$ cat config.mk
export PLATFORM = sky130hd
export DESIGN_NAME = hlsm_launcher
export DESIGN_NICKNAME = d
export VERILOG_FILES = /design/src/rtl/hlsm_launch_pkg.sv /design/src/rtl/hlsm_watchdog.sv /design/src/rtl/hlsm_launcher.sv
export SDC_FILE = /design/constraint.sdc
export NUM_CORES = 1
export LEC_CHECK = 0
export BUFFER_PORTS_ARGS = -buffer_cell sky130_fd_sc_hd__buf_2
export CORE_ASPECT_RATIO = 2
export CORE_MARGIN = 4
export CORE_UTILIZATION = 35
export DETAILED_ROUTE_END_ITERATION = 8
export GPL_TIMING_DRIVEN = 0
export PLACE_DENSITY = 0.67
export SETUP_SLACK_MARGIN = 0.15
export SYNTH_ARGS = -nofsm -noshare
export SYNTH_HDL_FRONTEND = slang
export SYNTH_HIERARCHICAL = 1
export SYNTH_SLANG_ARGS = --single-unit
$ cat constraint.sdc
create_clock -name Clk -period 3.5 [get_ports Clk]
set_input_delay 0.175 -clock Clk [delete_from_list [all_inputs] [get_ports Clk]]
set_output_delay 0.175 -clock Clk [all_outputs]
set_load 0.02 [all_outputs]
$ cat src/rtl/hlsm_launch_pkg.sv
// Shared types and defaults for the HLSM Start/Done launcher.
package hlsm_launch_pkg;

  typedef enum logic [1:0] {
    IDLE   = 2'd0,
    LAUNCH = 2'd1,
    WAIT   = 2'd2,
    HOLD   = 2'd3
  } state_t;

  localparam int unsigned DEF_DATAWIDTH      = 16;
  localparam int unsigned DEF_ZWIDTH         = 8;
  localparam int unsigned DEF_TIMEOUT_CYCLES = 64;

  function automatic int unsigned timeout_cnt_width(input int unsigned cycles);
    return $clog2(cycles + 1);
  endfunction

endpackage

$ cat src/rtl/hlsm_watchdog.sv
// WAIT-state cycle counter; expired is high on the last permitted WAIT cycle.
module hlsm_watchdog
  import hlsm_launch_pkg::*;
#(
  parameter int unsigned TIMEOUT_CYCLES = DEF_TIMEOUT_CYCLES
) (
  input  logic Clk,
  input  logic Rst,
  input  logic clear,
  input  logic run,
  output logic expired
);

  localparam int unsigned CW = timeout_cnt_width(TIMEOUT_CYCLES);

  logic [CW-1:0] count;

  always_ff @(posedge Clk or posedge Rst) begin
    if (Rst) begin
      count <= '0;
    end else if (clear) begin
      count <= '0;
    end else if (run && !expired) begin
      count <= count + CW'(1);
    end
  end

  assign expired = run && (count == CW'(TIMEOUT_CYCLES - 1));

endmodule

$ cat src/rtl/hlsm_launcher.sv
// Initiator for the HLSM Start/Done handshake, one job in flight at a time.
// Optional WAIT-state watchdog enabled by defining HLSM_TIMEOUT_EN.
module hlsm_launcher
  import hlsm_launch_pkg::*;
#(
  parameter int unsigned DATAWIDTH      = DEF_DATAWIDTH,
  parameter int unsigned ZWIDTH         = DEF_ZWIDTH,
  parameter int unsigned TIMEOUT_CYCLES = DEF_TIMEOUT_CYCLES
) (
  input  logic                 Clk,
  input  logic                 Rst,
  input  logic                 in_valid,
  output logic                 in_ready,
  input  logic [DATAWIDTH-1:0] in_a,
  input  logic [DATAWIDTH-1:0] in_b,
  input  logic [DATAWIDTH-1:0] in_c,
  output logic                 hls_start,
  input  logic                 hls_done,
  output logic [DATAWIDTH-1:0] hls_a,
  output logic [DATAWIDTH-1:0] hls_b,
  output logic [DATAWIDTH-1:0] hls_c,
  input  logic [ZWIDTH-1:0]    hls_z,
  input  logic [DATAWIDTH-1:0] hls_x,
  output logic                 out_valid,
  input  logic                 out_ready,
  output logic [ZWIDTH-1:0]    out_z,
  output logic [DATAWIDTH-1:0] out_x,
  output logic                 out_err,
  output logic                 busy
);

  state_t state, state_next;
  logic   timeout;

`ifdef HLSM_TIMEOUT_EN
  logic err;

  // Counter is held clear outside WAIT, so it restarts from zero on every entry.
  hlsm_watchdog #(
    .TIMEOUT_CYCLES(TIMEOUT_CYCLES)
  ) u_watchdog (
    .Clk    (Clk),
    .Rst    (Rst),
    .clear  (state != WAIT),
    .run    (state == WAIT),
    .expired(timeout)
  );

  always_ff @(posedge Clk or posedge Rst) begin
    if (Rst) begin
      err <= 1'b0;
    end else if (state == WAIT) begin
      err <= timeout && !hls_done;
    end else if (state == HOLD && out_ready) begin
      err <= 1'b0;
    end
  end

  assign out_err = err;
`else
  assign timeout = 1'b0;
  assign out_err = 1'b0;
`endif

  always_ff @(posedge Clk or posedge Rst) begin
    if (Rst) begin
      state <= IDLE;
    end else begin
      state <= state_next;
    end
  end

  always_comb begin
    state_next = state;
    unique case (state)
      IDLE:    if (in_valid) state_next = LAUNCH;
      LAUNCH:  state_next = WAIT;
      WAIT:    if (hls_done || timeout) state_next = HOLD;
      HOLD:    if (out_ready) state_next = IDLE;
      default: state_next = IDLE;
    endcase
  end

  always_comb begin
    in_ready  = (state == IDLE);
    hls_start = (state == LAUNCH);
    out_valid = (state == HOLD);
    busy      = (state != IDLE);
  end

  // Done has priority over expiry; an expired job returns zeroed results.
  always_ff @(posedge Clk or posedge Rst) begin
    if (Rst) begin
      hls_a <= '0;
      hls_b <= '0;
      hls_c <= '0;
      out_z <= '0;
      out_x <= '0;
    end else begin
      if (state == IDLE && in_valid) begin
        hls_a <= in_a;
        hls_b <= in_b;
        hls_c <= in_c;
      end
      if (state == WAIT) begin
        if (hls_done) begin
          out_z <= hls_z;
          out_x <= hls_x;
        end else if (timeout) begin
          out_z <= '0;
          out_x <= '0;
        end
      end
    end
  end

endmodule
==> results of run 1 <==
==> logic make-up (layout without fill, tap and decap cells) <==
| kind of cell | Yosys count | in the layout |
|---|---|---|
| multiplexers | 73 | 73 |
| buffers and inverters | 15 | 182 |
| AND/OR/NAND/NOR | 3 | 3 |
| AO/OA/AOI/OAI | 3 | 3 |
| adder cells (fa/ha/maj) | 5 | 5 |
| other | 1 | 1 |
| flip-flops | 74 | 74 |
==> power breakdown <==
part / switching, mW / internal (mW)
combinational: 1.07 / 0.889
clock: 0.337 / 0.659
sequential: 0.208 / 1.30
==> through the flow <==
stage / utilization / hold WS, ns / worst slack [ns]
3_5_place_dp: 0.465 / 0.410 / 1.73
6_report: 0.505 / 0.0517 / 1.76
4_1_cts: 0.505 / 0.0660 / 1.72
3_3_place_gp: 0.464 / 0.405 / 0.596
2_1_floorplan: - / 0.324 / 1.44
5_1_grt: 0.505 / 0.0677 / 1.65
==> flip-flops by register name (all words and copies together), names as in the netlist <==
signal and flops:
state 2, hls_b 16, hls_a 16, hls_c 16, out_x 16, out_z 8
==> worst max-delay path, stage by stage (launching register included) <==
cell                      delay [ns]
sky130_fd_sc_hd__dfrtp_1        0.40
sky130_fd_sc_hd__inv_1          0.10
sky130_fd_sc_hd__ha_1           0.27
sky130_fd_sc_hd__nand2_1        0.17
sky130_fd_sc_hd__buf_6          0.18
sky130_fd_sc_hd__buf_6          0.18
sky130_fd_sc_hd__mux2_4         0.32
==> placed cells by master, fill, tap and decap left out, types with 2 or more instances in the layout <==
| cell | instances |
|---|---|
| sky130_fd_sc_hd__clkbuf_16 | 9 |
| sky130_fd_sc_hd__buf_2 | 156 |
| sky130_fd_sc_hd__clkinvlp_4 | 2 |
| sky130_fd_sc_hd__buf_6 | 3 |
| sky130_fd_sc_hd__bufinv_16 | 2 |
| sky130_fd_sc_hd__ha_1 | 5 |
| sky130_fd_sc_hd__inv_1 | 6 |
| sky130_fd_sc_hd__nand2_1 | 2 |
| sky130_fd_sc_hd__clkbuf_8 | 2 |
| sky130_fd_sc_hd__mux2_4 | 20 |
| sky130_fd_sc_hd__dfrtp_1 | 74 |
| sky130_fd_sc_hd__mux2_2 | 52 |
==> layout make-up <==
cell class	instances	area share
repair buffers	152	0.183
well taps	98	0.0295
plain buffers	8	0.0148
flip-flops and latches	74	0.446
multi-input cells	85	0.241
clock inverters	4	0.0181
inverters	7	0.00693
clock buffers	11	0.0608
==> routing by layer <==
metal  track usage  vias to the layer above  wire length, µm
li1              -                      927                -
met5             0                        -                0
met2         0.246                       87             3950
met1         0.129                      972             2150
met3        0.0314                       19              415
met4        0.0852                        0              249
==> synth_stat cells <==
cell	instances
sky130_fd_sc_hd__a222oi_1	1
sky130_fd_sc_hd__a22oi_1	1
sky130_fd_sc_hd__a2bb2oi_1	1
sky130_fd_sc_hd__buf_2	4
sky130_fd_sc_hd__buf_4	1
sky130_fd_sc_hd__buf_6	3
sky130_fd_sc_hd__conb_1	1
sky130_fd_sc_hd__dfrtp_1	74
sky130_fd_sc_hd__ha_1	5
sky130_fd_sc_hd__inv_1	7
sky130_fd_sc_hd__mux2_1	1
sky130_fd_sc_hd__mux2_2	52
sky130_fd_sc_hd__mux2_4	20
sky130_fd_sc_hd__nand2_1	2
sky130_fd_sc_hd__nor2_1	1
==> path summary, 6_finish.rpt <==
| check | end | slack (ns) | from | depth (start not counted) |
|---|---|---|---|---|
| setup / recovery | hls_b[4] | 1.76 | state[0] | 6 |
| min in group Clk | hls_b[15] | 0.08 | in_b[15] | 2 |
| max in group asynchronous | out_x[11] | 2.89 | Rst | 2 |
| setup reg to reg | hls_b[4] | 1.76 | state[0] | 6 |
| hold / removal | hls_c[0] | 0.05 | Rst | 2 |
| hold reg to reg | out_z[3] | 0.50 | out_z[3] | 1 |
==> metrics.yaml, run 1 <==
routing:
  wl_mm: 6.77
  ant_nets: 0
  pre_repair_dr_iteration_count: 4
  route.detailed.drc: 0
  detailroute.via_count: 2005
  wl_per_cell_um: 15.4
  detail_route.iter0.violations: 57
  via_per_inst: 4.57
cts:
  htree_levels: 3
  post_cts_resize_count: 0
  root_buffer: "sky130_fd_sc_hd__clkbuf_16"
  clkSlewWorstSetupHoldPaths_ns: 0.06
  tritoncts.num_buffers: 9
  buffer_count_from_post_cts_setup_fixing: 0
  clock_insertion_delay_worst_skew_ns: 0.33
  tritoncts_num_sinks: 74
  ctsLongestPathBuffers: 2
  hold_buffers: 0
  clock_tree_from_tritoncts: "built"
sta:
  final.setup.tns_ns: 0
  endpoints_failing_setup: 0
  fin_crit_ns: 1.74
  worst_clock_skew_ns: 0.00749
  achievable-frequency_ghz: 0.575
  worst-slew-pin-transition_ns: 0.880
  hold_viol_final: 0
  report.final.slew_viol_count: 0
  finalCritPeriodShare: 0.497
  max-slew-margin-rel: 0.413
  grt_setup_unrepaired: "no"
floorplan:
  die-height_um: 138
  ios: 154
  placement_rows: 47
  chipWidth_um: 72.8
  floorplan.die_area_um2: 10000
  initial_utilization: 0.357
  fp.coreArea_um2: 8230
synthesis:
  largest_family_of_logic_cells_by_synthesized_area: "multiplexers"
  synth.largest_area_cell: "sky130_fd_sc_hd__dfrtp_1"
  synth_cell_types: 15
  synth.net_count: 256
  synth_seq_area_share: 0.630
  syn_area_per_cell_um2: 16.9
  yosys.area_share.xor_xnor: 0
  muxShareOfSynthArea: 0.305
  area_share_of_the_largest_cell_type_after_synthesis: 0.630
  synth-seq-cells: 74
  postSynthCellCount: 174
  synth_compound_area_frac: 0.00894
  yosys_warnings: 6
  synthSimpleGateAreaFrac: 0.00383
  synthAdderAreaFrac: 0.0213
  syn_area_um2: 2940
  synth.area.top_cells: "sky130_fd_sc_hd__dfrtp_1, sky130_fd_sc_hd__mux2_2, sky130_fd_sc_hd__mux2_4, sky130_fd_sc_hd__ha_1, sky130_fd_sc_hd__buf_6"
placement:
  placedInstanceArea_um2: 3830
  post-dp-hpwl_mm: 5.24
  place.detailed.instances: 424
  routabilityCongestion: 0.731
  place.port_buffers: 152
flow_run:
  max-cap-violations: 0
critical_path:
  critical_path_arrival_ns: 1.94
  cp_data_required_time_ns: 3.70
  class_of_the_most_critical_setup_path: "reg2reg"
  critPathCaptureType: "flip-flop"
  timing.critical_path.fanout_max: 10
  crit_path_start_kind: "flip-flop"
final_layout:
  fill_cells: 762
  area_growth_pct: 41.3
  final_nets: 419
  final_area_um2: 4150
  antenna_cells: 0
  ff_latch_area_um2: 1850
  area_of_combinational_cells_with_multiple_inputs_um2: 1000
  final_cell_count_no_fill: 439
  drive_gt1_frac: 0.727
pwr:
  total_power_mw: 4.46
  power-per-cell-area_nw_per_um2: 1070
  power.ir.vdd_worst_v: 0.000537
  standby_leakage_power_nw: 2.17
grt:
  grt_max_degree: 75
  grt_antenna_before_repair: 0
  grt_first_pass_wirelength_mm: 10.1
  vias_in_the_first_global_route: 2103
  groute.usage.overall: 0.134
  grt.overflow.total: 0
status:
  run_status: "complete, no violations"
hold_path:
  hold_path_class: "in2async"
Note: power is estimated with default switching activity, not from simulation.
==> run 2: changes to the inputs <==
--- a/config.mk
+++ b/config.mk
@@ -11,7 +11,7 @@
 export CORE_UTILIZATION = 35
 export DETAILED_ROUTE_END_ITERATION = 8
 export GPL_TIMING_DRIVEN = 0
-export PLACE_DENSITY = 0.67
+export PLACE_DENSITY = 0.69
 export SETUP_SLACK_MARGIN = 0.15
 export SYNTH_ARGS = -nofsm -noshare
 export SYNTH_HDL_FRONTEND = slang
==> constraint.sdc (replaced) <==
create_clock -name Clk -period 1.5 [get_ports Clk]
set_input_delay 0.075 -clock Clk [delete_from_list [all_inputs] [get_ports Clk]]
set_output_delay 0.075 -clock Clk [all_outputs]
set_load 0.02 [all_outputs]
==> run 2 against run 1 <==
Net effect: routed wire length up 25%; sequential power rose by 130%; worst hold slack improved by 0.12 ns; clock skew about the same; non-clock buffer count rose by 93; final cell count rose by 21%; first-iteration DRC count increased by 49%; clock power is 120% higher; critical path depth fell by 2; register-to-register slack got worse by 1.8 ns; the flow now finishes with violations (negative setup slack); maximum frequency is 14% higher.
==> metrics.yaml, run 2 (synthesized netlist as in run 1, its figures left out) <==
status:
  run_status: "finished with violations"  # was complete, no violations
  failed_checks: "negative setup slack"
flow_run:
  max-cap-violations: 0  # unchanged
routing:
  wl_mm: 8.49  # was 6.77 mm
  wl_per_cell_um: 15.9  # was 15.4 µm
  pre_repair_dr_iteration_count: 4  # unchanged
  detail_route.iter0.violations: 85  # was 57
  ant_nets: 0  # unchanged
  via_per_inst: 4.45  # was 4.57
  detailroute.via_count: 2373  # was 2005
  route.detailed.drc: 0  # unchanged
sta:
  final.setup.tns_ns: -0.259  # was 0 ns
  max-slew-margin-rel: 0.492  # was 0.413
  report.final.slew_viol_count: 0  # unchanged
  fin_crit_ns: 1.53  # was 1.74 ns
  endpoints_failing_setup: 16  # was 0
  grt_setup_unrepaired: "yes"  # was no
  finalCritPeriodShare: 1.02  # was 0.497
  worst-slew-pin-transition_ns: 0.760  # was 0.880 ns
  hold_viol_final: 0  # unchanged
  worst_clock_skew_ns: 0.00763  # was 0.00749 ns
  minimum_setup_slack_in_the_final_design_ns: -0.0271  # was 1.76 ns
  achievable-frequency_ghz: 0.655  # was 0.575 GHz
grt:
  groute.usage.overall: 0.165  # was 0.134
  grt.overflow.total: 0  # unchanged
  vias_in_the_first_global_route: 2570  # was 2103
  grt_antenna_before_repair: 0  # unchanged
  grt_max_degree: 42  # was 75
  grt_first_pass_wirelength_mm: 12.5  # was 10.1 mm
final_layout:
  final_nets: 512  # was 419
  utilization: 0.640  # was 0.505
  area_of_combinational_cells_with_multiple_inputs_um2: 1060  # was 1000 µm²
  fill_cells: 592  # was 762
  antenna_cells: 0  # unchanged
  drive_gt1_frac: 0.644  # was 0.727
  ff_latch_area_um2: 1850  # about the same
  area_growth_pct: 79.1  # was 41.3%
  mostFrequentLayoutCell: "sky130_fd_sc_hd__buf_2"  # unchanged
  final_area_um2: 5270  # was 4150 µm²
  mostFrequentLayoutCells: "sky130_fd_sc_hd__buf_2, sky130_fd_sc_hd__dfrtp_1, sky130_fd_sc_hd__dlygate4sd3_1, sky130_fd_sc_hd__mux2_2, sky130_fd_sc_hd__mux2_4"  # was sky130_fd_sc_hd__buf_2, sky130_fd_sc_hd__dfrtp_1, sky130_fd_sc_hd__mux2_2, sky130_fd_sc_hd__mux2_4, sky130_fd_sc_hd__clkbuf_16
pwr:
  seqPwrFrac: 0.313  # was 0.338
  power-per-cell-area_nw_per_um2: 2150  # was 1070 nW/µm²
  standby_leakage_power_nw: 2.67  # was 2.17 nW
  power.ir.vdd_worst_v: 0.00145  # was 0.000537 V
  p_int_mw: 7.25  # was 2.85 mW
  switchingPower_mw: 4.08  # was 1.62 mW
  total_power_mw: 11.3  # was 4.46 mW
  power_frac_comb: 0.496  # was 0.439
  power.share.clock: 0.191  # was 0.223
  proportion_of_total_power_due_to_net_switching: 0.360  # was 0.362
critical_path:
  critPathSlowestCell: "sky130_fd_sc_hd__dfrtp_2"  # was sky130_fd_sc_hd__dfrtp_1
  crit_path_start_kind: "flip-flop"  # unchanged
  critical_path_arrival_ns: 1.73  # was 1.94 ns
  class_of_the_most_critical_setup_path: "reg2reg"  # unchanged
  timing.critical_path.buf_inv: 1  # was 3
  cp_data_required_time_ns: 1.70  # was 3.70 ns
  critPathCaptureType: "flip-flop"  # unchanged
  timing.critical_path.slowest_cell_delay_ns: 0.43  # was 0.40 ns
  path_delay_family: "flip-flops"  # was buffers and inverters
  timing.critical_path.fanout_max: 4  # was 10
  crit_path_cell_trace: "ha_2, a222oi_1, buf_4, mux2_4"  # was inv_1, ha_1, nand2_1, buf_6, buf_6, mux2_4
placement:
  post-dp-hpwl_mm: 5.44  # was 5.24 mm
  detailedPlace.worstSlack_ns: -0.125  # was 1.73 ns
  place.port_buffers: 152  # unchanged
  routabilityCongestion: 0.701  # was 0.731
  placedInstanceArea_um2: 3900  # was 3830 µm²
cts:
  clkSlewWorstSetupHoldPaths_ns: 0.06  # about the same
  clock_insertion_delay_worst_skew_ns: 0.32  # was 0.33 ns
  ctsLongestPathBuffers: 2  # unchanged
  clock_tree_from_tritoncts: "built"  # unchanged
  htree_levels: 3  # unchanged
  tritoncts_num_sinks: 74  # unchanged
  root_buffer: "sky130_fd_sc_hd__clkbuf_16"  # unchanged
  tritoncts.num_buffers: 9  # unchanged
floorplan:
  placement_rows: 47  # unchanged
  initial_utilization: 0.357  # unchanged
  ios: 154  # unchanged
  fp.coreArea_um2: 8230  # unchanged
  chipWidth_um: 72.8  # unchanged
  die-height_um: 138  # unchanged
  floorplan.die_area_um2: 10000  # unchanged
hold_path:
  hold_path_class: "in2reg"  # was in2async
run 2: cell types whose count changed in the layout (fill, tap and decap cells not counted), moves of 3 or more:
cell,delta
sky130_fd_sc_hd__dlygate4sd3_1,+73
sky130_fd_sc_hd__buf_4,+12
sky130_fd_sc_hd__buf_2,-7
sky130_fd_sc_hd__buf_12,+4
sky130_fd_sc_hd__buf_8,+4
sky130_fd_sc_hd__ha_1,-4
sky130_fd_sc_hd__buf_6,+3
sky130_fd_sc_hd__inv_1,-3
run 2: per-layer routing:
metal  global-route usage  share of wire  up-vias  wire [µm]
met2                0.324           0.61       87       5140
met5                    0              0        -          0
met4               0.0770          0.028        0        239
met3               0.0329          0.050       21        424
met1                0.157           0.32     1156       2680
li1                     -              -     1109          -
run 2: worst paths after layout:
path                       cells after the start       from  slack (ns)       end
hold reg to reg                                1   out_z[5]        0.50  out_z[5]
min in group asynchronous                      3        Rst        0.44  out_x[1]
setup reg to reg                               4   state[1]       -0.03  state[1]
hold / removal                                 4  out_ready        0.17  state[0]
max in group asynchronous                      4        Rst        0.41  state[1]
setup / recovery                               4   state[1]       -0.03  state[1]
run 2: repair_timing:
action                                  CTS  global route
resized for setup                        11            17
hold buffers                             73             0
pin swaps                                 3             3
endpoints found under the setup margin   70            77
hold endpoints to repair                105             0
cloned                                    2             2
buffers inserted                         12             3
run 2: worst min-delay path: cells and delay by family:
family          cells  cell delay (ns)
buf+inv             2             0.15
compound gates      2             0.22
run 2: per-stage QoR:
step | hold slack [ns] | instances
6_report | 0.167 | 533
5_1_grt | 0.175 | 533
4_1_cts | 0.143 | 528
3_5_place_dp | 0.249 | 425
3_3_place_gp | 0.306 | 424
2_1_floorplan | 0.224 | 174
run 2: power by group through the flow:
stage	Sequential [mW]	Combinational [mW]	Clock, mW
final	3.54	5.62	2.16
after global routing	3.67	5.94	2.33
after CTS	3.53	5.32	2.22
after detailed placement	3.55	4.76	0
after global placement	3.50	4.67	0
after floorplan	4.80	1.95	0
run 2: cell type report:
class / instances / share of cell area
sequential: 74 / 0.352
timing repair buffer: 245 / 0.336
multi-input combinational: 85 / 0.200
clock buffer: 12 / 0.0487
buffer: 8 / 0.0242
tap: 98 / 0.0233
clock inverter: 4 / 0.00950
inverter: 7 / 0.00618
==> run 3: changes to the inputs <==
--- a/config.mk
+++ b/config.mk
@@ -5,13 +5,14 @@
 export SDC_FILE = /design/constraint.sdc
 export NUM_CORES = 1
 export LEC_CHECK = 0
-export BUFFER_PORTS_ARGS = -buffer_cell sky130_fd_sc_hd__buf_2
 export CORE_ASPECT_RATIO = 2
 export CORE_MARGIN = 4
 export CORE_UTILIZATION = 35
 export DETAILED_ROUTE_END_ITERATION = 8
+export DONT_BUFFER_PORTS = 1
 export GPL_TIMING_DRIVEN = 0
-export PLACE_DENSITY = 0.69
+export HOLD_SLACK_MARGIN = 0.05
+export PLACE_DENSITY = 0.53
 export SETUP_SLACK_MARGIN = 0.15
 export SYNTH_ARGS = -nofsm -noshare
 export SYNTH_HDL_FRONTEND = slang
==> run 3 against run 2 <==
Net effect: cell area down 14%; worst hold slack lost 0.097 ns; highest routed layer unchanged; routed wire length down 11%; largest power group is now sequential cells; global-route usage down 1.2 points; the flow still finishes with violations (negative setup slack); critical endpoint is now hls_b[0]; combinational power down 45%; die area stayed put.
==> metrics.yaml, run 3 (synthesized netlist as in run 1, its figures left out) <==
cts:
  tritoncts.num_buffers: 9  # unchanged
  htree_levels: 3  # unchanged
  clock_insertion_delay_worst_skew_ns: 0.33  # was 0.32 ns
  tritoncts_num_sinks: 74  # unchanged
  root_buffer: "sky130_fd_sc_hd__clkbuf_16"  # unchanged
  clock_tree_from_tritoncts: "built"  # unchanged
  ctsLongestPathBuffers: 2  # unchanged
  clkSlewWorstSetupHoldPaths_ns: 0.06  # about the same
hold_path:
  min_to: "state[0]"  # unchanged
  hp-start: "in_valid"  # was out_ready
  worstHoldPathCells: 3  # was 4
  hold_path_class: "in2reg"  # unchanged
floorplan:
  floorplan.die_area_um2: 10000  # unchanged
  ios: 154  # unchanged
  placement_rows: 47  # unchanged
  initial_utilization: 0.357  # unchanged
  fp.coreArea_um2: 8230  # unchanged
  chipWidth_um: 72.8  # unchanged
  die-height_um: 138  # unchanged
routing:
  wl_per_cell_um: 20.2  # was 15.9 µm
  via_per_inst: 4.92  # was 4.45
  wl_mm: 7.55  # was 8.49 mm
  route.detailed.drc: 0  # unchanged
  ant_nets: 0  # unchanged
  detailroute.via_count: 1837  # was 2373
  detail_route.iter0.violations: 80  # was 85
  pre_repair_dr_iteration_count: 4  # unchanged
critical_path:
  r2r_start: "state[0]"  # was state[1]
  timing.critical_path.fanout_max: 10  # was 4
  crit_path_start_kind: "flip-flop"  # unchanged
  timing.rr.end: "hls_b[0]"  # was state[1]
  class_of_the_most_critical_setup_path: "reg2reg"  # unchanged
  cp_data_required_time_ns: 1.70  # about the same
  critical_path_arrival_ns: 1.78  # was 1.73 ns
  critPathCaptureType: "flip-flop"  # unchanged
  r2r_cells: 6  # was 4
  regToRegSetupSlack_ns: -0.08  # was -0.03 ns
sta:
  endpoints_failing_setup: 41  # was 16
  report.final.slew_viol_count: 0  # unchanged
  fin_crit_ns: 1.58  # was 1.53 ns
  minimum_setup_slack_in_the_final_design_ns: -0.0810  # was -0.0271 ns
  worst_hold_margin_ns: 0.0697  # was 0.167 ns
  max-slew-margin-rel: 0.497  # was 0.492
  grt_setup_unrepaired: "yes"  # unchanged
  achievable-frequency_ghz: 0.632  # was 0.655 GHz
  finalCritPeriodShare: 1.05  # was 1.02
  hold_viol_final: 0  # unchanged
  worst_clock_skew_ns: 0.00902  # was 0.00763 ns
  worst-slew-pin-transition_ns: 0.753  # was 0.760 ns
final_layout:
  final_cell_count_no_fill: 373  # was 533
  utilization: 0.548  # was 0.640
  drive_gt1_frac: 0.429  # was 0.644
  area_growth_pct: 53.5  # was 79.1%
  final_nets: 353  # was 512
  mostFrequentLayoutCell: "sky130_fd_sc_hd__dlygate4sd3_1"  # was sky130_fd_sc_hd__buf_2
  mostFrequentLayoutCells: "sky130_fd_sc_hd__dlygate4sd3_1, sky130_fd_sc_hd__dfrtp_1, sky130_fd_sc_hd__mux2_4, sky130_fd_sc_hd__mux2_2, sky130_fd_sc_hd__clkbuf_16"  # was sky130_fd_sc_hd__buf_2, sky130_fd_sc_hd__dfrtp_1, sky130_fd_sc_hd__dlygate4sd3_1, sky130_fd_sc_hd__mux2_2, sky130_fd_sc_hd__mux2_4
  antenna_cells: 0  # unchanged
placement:
  routabilityCongestion: 0.721  # was 0.701
  detailedPlace.worstSlack_ns: -0.160  # was -0.125 ns
  post-dp-hpwl_mm: 5.18  # was 5.44 mm
  place.port_buffers: 0  # was 152
  place.detailed.instances: 273  # was 425
pwr:
  standby_leakage_power_nw: 2.11  # was 2.67 nW
  power-per-cell-area_nw_per_um2: 2320  # was 2150 nW/µm²
  power.ir.vdd_worst_v: 0.00108  # was 0.00145 V
grt:
  grt_first_pass_wirelength_mm: 11.4  # was 12.5 mm
  groute.usage.overall: 0.153  # was 0.165
  grt_antenna_before_repair: 0  # unchanged
  vias_in_the_first_global_route: 2182  # was 2570
  grt_max_degree: 41  # was 42
  grt.overflow.total: 0  # unchanged
status:
  failed_checks: "negative setup slack"  # unchanged
  run_status: "finished with violations"  # unchanged
flow_run:
  max-cap-violations: 0  # unchanged
==> run 3: cell count changes in the layout (fill, tap and decap cells not counted), moves of 2 or more <==
cell | previous run | this run
sky130_fd_sc_hd__clkbuf_8 | 2 | 0
sky130_fd_sc_hd__buf_8 | 4 | 2
sky130_fd_sc_hd__buf_16 | 0 | 2
sky130_fd_sc_hd__buf_12 | 4 | 6
sky130_fd_sc_hd__buf_4 | 13 | 5
sky130_fd_sc_hd__bufbuf_16 | 2 | 0
sky130_fd_sc_hd__mux2_2 | 52 | 28
sky130_fd_sc_hd__buf_2 | 149 | 0
sky130_fd_sc_hd__clkbuf_16 | 11 | 9
sky130_fd_sc_hd__mux2_4 | 21 | 44
==> run 3: worst max-delay path by stage <==
stage	startpoint	end	depth (start not counted)
6_report	state[0]	hls_b[0]	6
4_1_cts	state[0]	state[1]	3
5_1_grt	state[1]	state[1]	4
3_3_place_gp	state[1]	hls_c[3]	6
2_1_floorplan	state[0]	state[1]	3
3_5_place_dp	state[0]	hls_c[7]	6
==> run 3: area by class of cell <==
type                            count  area, µm²
Tap cell                           98        123
Buffer                              8        120
Fill cell                         679       3720
Sequential cell                    74       1850
Inverter                            7       32.5
Multi-Input combinational cell     85       1150
Clock buffer                       10        229
Timing Repair Buffer               86        920
Clock inverter                      5       80.1
==> run 3: timing repair <==
action	CTS	global route
hold endpoints to repair	107	0
hold buffers	74	0
resized for setup	36	11
pin swaps	2	4
endpoints found under the setup margin	73	76
setup buffers	7	2
gates cloned	2	0
==> run 3: stage by stage <==
step                total power [mW]  cell area (µm²)  setup TNS (ns)
floorplan                       6.74             3000       -0.000157
global placement                7.22             3120           -2.32
detailed placement              7.37             3140           -3.22
CTS                             10.4             4460           -1.61
global route                    11.0             4510           -4.15
finish                          10.5             4510           -1.94
==> run 3: worst max-delay path: stages, from the launching register on <==
cell and delay, ns:
sky130_fd_sc_hd__dfrtp_2 0.45, sky130_fd_sc_hd__inv_4 0.10, sky130_fd_sc_hd__ha_4 0.22, sky130_fd_sc_hd__nand2_4 0.08, sky130_fd_sc_hd__buf_12 0.15, sky130_fd_sc_hd__buf_12 0.15
sky130_fd_sc_hd__mux2_4 0.30
==> run 3: layer usage <==
layer	vias to the layer above	GRT usage	share of wire
li1	787	-	-
met1	924	0.134	0.30
met2	113	0.288	0.59
met3	13	0.0621	0.091
met4	0	0.0739	0.019
met5	-	0	0
==> run 3: where the power goes <==
part           switching [mW]  internal (mW)  total [mW]  leakage (nW)
registers                2.12           3.03        5.16         0.873
clock network           0.756           1.44        2.20         0.145
logic                    1.02           2.08        3.10          1.09
